File: src/rtl/id_ex_reg.sv
// ============================================================================
// Module   : id_ex_reg
// Brief    : ID/EX pipeline register with hold, bubble insertion, in-place
//            operand refresh while held and D->E Tnew conversion.
//            Optional bubble counter enabled by macro IDEX_BUBBLE_CNT_EN.
// Revision : 1.0 - initial release
// ============================================================================
`default_nettype none

module id_ex_reg (
    input  logic        clk,
    input  logic        reset,
    input  logic        hold,
    input  logic        flush,
    input  logic [31:0] D_pc,
    input  logic [31:0] D_instr,
    input  logic [31:0] D_rs_data,
    input  logic [31:0] D_rt_data,
    input  logic [31:0] D_ext,
    input  logic [4:0]  D_wa,
    input  logic [1:0]  D_tnew,
    input  logic        fwd_rs_en,
    input  logic        fwd_rt_en,
    input  logic [31:0] fwd_rs_data,
    input  logic [31:0] fwd_rt_data,
    output logic [31:0] E_pc,
    output logic [31:0] E_instr,
    output logic [31:0] E_rs_data,
    output logic [31:0] E_rt_data,
    output logic [31:0] E_ext,
    output logic [4:0]  E_wa,
    output logic [1:0]  E_tnew,
    output logic        E_valid,
    output logic [31:0] bubble_cnt
);

    logic [31:0] r_pc;
    logic [31:0] r_instr;
    logic [31:0] r_rs_data;
    logic [31:0] r_rt_data;
    logic [31:0] r_ext;
    logic [4:0]  r_wa;
    logic [1:0]  r_tnew;
    logic        r_valid;
    logic [1:0]  w_tnew_dec;

    // One stage of progress consumed between D and E; a ready result stays ready.
    assign w_tnew_dec = (D_tnew == 2'd0) ? 2'd0 : (D_tnew - 2'd1);

    always_ff @(posedge clk or negedge reset) begin
        if (!reset) begin
            r_pc      <= 32'h0;
            r_instr   <= 32'h0;
            r_rs_data <= 32'h0;
            r_rt_data <= 32'h0;
            r_ext     <= 32'h0;
            r_wa      <= 5'd0;
            r_tnew    <= 2'd0;
            r_valid   <= 1'b0;
        end else if (hold) begin
            // Held instruction keeps waiting on operands that may still be produced.
            if (r_valid) begin
                if (fwd_rs_en) r_rs_data <= fwd_rs_data;
                if (fwd_rt_en) r_rt_data <= fwd_rt_data;
            end
        end else if (flush) begin
            r_pc      <= D_pc;
            r_instr   <= 32'h0;
            r_rs_data <= 32'h0;
            r_rt_data <= 32'h0;
            r_ext     <= 32'h0;
            r_wa      <= 5'd0;
            r_tnew    <= 2'd0;
            r_valid   <= 1'b0;
        end else begin
            r_pc      <= D_pc;
            r_instr   <= D_instr;
            r_rs_data <= D_rs_data;
            r_rt_data <= D_rt_data;
            r_ext     <= D_ext;
            r_wa      <= D_wa;
            r_tnew    <= w_tnew_dec;
            r_valid   <= 1'b1;
        end
    end

`ifdef IDEX_BUBBLE_CNT_EN
    logic [31:0] r_bubble_cnt;

    always_ff @(posedge clk or negedge reset) begin
        if (!reset) begin
            r_bubble_cnt <= 32'h0;
        end else if (!hold && flush && (r_bubble_cnt != 32'hFFFF_FFFF)) begin
            r_bubble_cnt <= r_bubble_cnt + 32'd1;
        end
    end

    assign bubble_cnt = r_bubble_cnt;
`else
    assign bubble_cnt = 32'h0;
`endif

    assign E_pc      = r_pc;
    assign E_instr   = r_instr;
    assign E_rs_data = r_rs_data;
    assign E_rt_data = r_rt_data;
    assign E_ext     = r_ext;
    assign E_wa      = r_wa;
    assign E_tnew    = r_tnew;
    assign E_valid   = r_valid;

endmodule

`default_nettype wire

File: config.mk
export PLATFORM = sky130hd
export DESIGN_NAME = id_ex_reg
export DESIGN_NICKNAME = d
export VERILOG_FILES = /design/src/rtl/id_ex_reg.sv
export SDC_FILE = /design/constraint.sdc
export NUM_CORES = 1
export LEC_CHECK = 0
export CORE_AREA = 2 2 169 171
export DETAILED_ROUTE_END_ITERATION = 12
export DIE_AREA = 0 0 171 173
export PLACE_DENSITY_LB_ADDON = 0.08
export RECOVER_POWER = 50
export SKIP_CTS_REPAIR_TIMING = 1
export SLEW_MARGIN = 20
export SYNTH_ARGS = -nofsm -noshare
export SYNTH_HDL_FRONTEND = slang
export SYNTH_SLANG_ARGS = --single-unit
File: constraint.sdc
create_clock -name clk -period 1.1 [get_ports clk]
set_input_delay 0.22 -clock clk [delete_from_list [all_inputs] [get_ports clk]]
set_output_delay 0.22 -clock clk [all_outputs]
set_load 0.05 [all_outputs]
==> results of run 1 <==
routing by layer:
| layer | vias to the layer above | global-route usage | share of wire |
|---|---|---|---|
| li1 | 3214 | - | - |
| met1 | 3373 | 0.227 | 0.39 |
| met2 | 290 | 0.319 | 0.51 |
| met3 | 24 | 0.0620 | 0.090 |
| met4 | 0 | 0.0533 | 0.017 |
| met5 | - | 0 | 0 |
worst max-delay path: cells and delay by family, from the launching register on:
family | cells | cell delay (ns)
DFF | 1 | 0.44
buffers and inverters | 2 | 0.28
layout by cell type (no fill, tap or decap), drive strengths merged:
master,instances
buf,290
clkdlybuf4s50,234
dfrtp,168
a22o,69
inv,69
nand2,68
nand4,64
o221ai,64
mux2,32
conb,32
clkbuf,23
clkinv,7
and2,2
nand2b,2
nor2,1
or2,1
o41ai,1
nand3b,1
o21ai,1
bufinv,1
clkinvlp,1
dlygate4sd3,1
Yosys cell counts, drive strengths merged:
cell	n	area, um^2
nand2	68	255
and2	2	12.5
o221ai	64	873
nand4	64	400
nand2b	2	12.5
o21ai	1	5.00
clkbuf	18	78.8
inv	63	236
nand3b	1	7.51
dfrtp	168	4200
buf	77	532
conb	1	3.75
o41ai	1	8.76
or2	1	6.26
a22o	69	604
mux2	32	360
nor2	1	6.26
metrics by stage:
step	setup WS [ns]	total power, W	setup TNS [ns]	util
after floorplan	-0.0973	0.0106	-5.61	-
after global placement	-0.396	0.0148	-52.04	0.512
after detailed placement	-0.407	0.0148	-52.07	0.512
after CTS	-0.400	0.0214	-26.18	0.534
after global routing	-0.315	0.0223	-37.25	0.558
final	-0.271	0.0214	-25.06	0.558
cells by family (layout without fill, tap and decap cells):
| logic type | after synthesis | after routing | share of synthesized area |
|---|---|---|---|
| DFF | 168 | 168 | 0.553 |
| AOI/OAI and AO/OA | 135 | 135 | 0.196 |
| other | 1 | 32 | 0.000493 |
| muxes | 32 | 32 | 0.0474 |
| buffers and inverters | 158 | 626 | 0.111 |
| and+or+nand+nor | 139 | 139 | 0.0921 |
registers in the layout, indices dropped and copies added, names as in the netlist:
signal / cells
E_instr: 32
E_ext: 32
E_pc: 32
E_rs_data: 32
E_valid: 1
E_wa: 5
E_tnew: 2
E_rt_data: 32
worst paths after layout:
check / endpoint / startpoint / slack, ns / depth (start not counted)
setup / recovery: E_valid / E_valid$_DFFE_PN0N_ / -0.27 / 2
hold / removal: E_rs_data[18]$_DFFE_PN0P_ / hold / 0.13 / 3
setup reg to reg: E_rt_data[31]$_DFFE_PN0P_ / E_valid$_DFFE_PN0N_ / -0.10 / 4
hold reg to reg: E_tnew[0]$_DFFE_PN0N_ / E_tnew[0]$_DFFE_PN0N_ / 0.55 / 2
max in group asynchronous: E_rt_data[8]$_DFFE_PN0P_ / reset / 0.08 / 3
min in group asynchronous: E_pc[31]$_DFFE_PN0N_ / reset / 0.30 / 2
power by group through the flow:
stage / registers [W] / clock network [W] / logic (W)
floorplan: 0.00914 / 0 / 0.00150
global placement: 0.00746 / 0 / 0.00733
finish: 0.00735 / 0.00641 / 0.00769
global route: 0.00741 / 0.00689 / 0.00802
CTS: 0.00736 / 0.00662 / 0.00737
detailed placement: 0.00748 / 0 / 0.00735
cell type report:
cell class | count | area [um^2]
repair buffers | 531 | 7040
well taps | 378 | 473
inverters | 63 | 236
flip-flops and latches | 168 | 4210
clock inverters | 15 | 204
fillers | 2387 | 12200
clock buffers | 17 | 425
multi-input cells | 338 | 2820
==> flow_metrics.env, run 1 <==
export IMPL_swShare=0.348
export IMPL_drive_gt1_frac=0.379
export IMPL_ctsRootBufferMaster="clkbuf_16"
export IMPL_syn_instance_count=633
export IMPL_dieWidth_um=171
export IMPL_wirelength_um=28700
export IMPL_antenna_left=0
export IMPL_rows=61
export IMPL_tightest_slew_ns=0.573
export IMPL_via_per_inst=4.57
export IMPL_clk_latency_ns=0.43
export IMPL_p_switching_w=0.00745
export IMPL_critPathRequiredTime_ns=0.88
export IMPL_nets=1356
export IMPL_cts_buffers=17
export IMPL_yosysWarnings=0
export IMPL_hold_violations=0
export IMPL_critical_path_class="register to output pin"
export IMPL_start_util=0.275
export IMPL_dieArea_um2=29600
export IMPL_portBuffers=404
export IMPL_design_area_um2=15400
export IMPL_drt_iter0_markers=274
export IMPL_antenna_found_initial=0
export IMPL_n_antenna_cell=0
export IMPL_status="finished with violations"
export IMPL_p_clk_frac=0.299
export IMPL_hold_path_class="primary input to register"
export IMPL_seq_area_frac_synth=0.553
export IMPL_grt_pass1_vias=6939
export IMPL_grt_usage=0.188
export IMPL_synth_area_per_cell_um2=12.0
export IMPL_synth_distinct_cells=22
export IMPL_finalSetupViolations=232
export IMPL_period_minus_slack_ns=1.37
export IMPL_synth_area_um2=7610
export IMPL_slew_headroom=0.618
export IMPL_dr_pass1_iters=4
export IMPL_post_drt_wl_per_cell_um=19.0
export IMPL_fin_cells=1510
export IMPL_cts_tree="built"
export IMPL_p_int_w=0.0140
export IMPL_placed_area_um2=14100
export IMPL_clock_sinks=168
export IMPL_worstPathArrival_ns=1.15
export IMPL_p_leak_nw=6.78
export IMPL_max_cap_viol_count=0
export IMPL_critPathCaptureType="output pin"
export IMPL_placed_cells=1420
export IMPL_slew_violations=0
export IMPL_ys_seq_elements=168
export IMPL_ctsLongestPathBuffers=2
export IMPL_die_h_um=173
export IMPL_area_growth_syn_to_layout_pct=102
export IMPL_power_frac_comb=0.359
export IMPL_cts_max_level=4
export IMPL_clock_skew_ns=0.00898
export IMPL_rsz0062_at_grt="true"
export IMPL_hold_ws_ns=0.129
export IMPL_period_share=1.25
export IMPL_ioPinCount=437
export IMPL_grt_max_degree=54
export IMPL_grt_pass1_wl_um=42800
export IMPL_cp_max_fo=6
export IMPL_fp_coreArea_um2=27600
export IMPL_globalRouteOverflowTotal=0
export IMPL_pwr_share_seq=0.343
export IMPL_clkTransAtPathRegs_ns=0.08
export IMPL_path_cells="buf_8, buf_12"
export IMPL_worst_path_largest_cell_delay_ns=0.44
export IMPL_vias=6901
export IMPL_failed_checks="setup timing"
export IMPL_place_congestion=0.811
export IMPL_max_freq_mhz=729
export IMPL_crit_path_start_kind="register"
export IMPL_ir_worst_vdd_mv=0.936
export IMPL_critPathSlowestCell="dfrtp_2"
export IMPL_p_per_area_nw_per_um2=1390
export IMPL_drc=0
export IMPL_hpwl_um=21400
export IMPL_fin_ws_ns=-0.271
No activity file was read; power rests on OpenSTA's default activity.
==> run 2, diff against run 1 <==
- GPL_ROUTABILITY_DRIVEN: default -> 0
==> results of run 2 <==
The final DEF is identical to that of run 1; final timing and power are the same.
==> run 3, diff against run 2 <==
- CAP_MARGIN: default -> 20
==> results of run 3 <==
The final DEF is identical to that of run 1; final timing and power are the same.
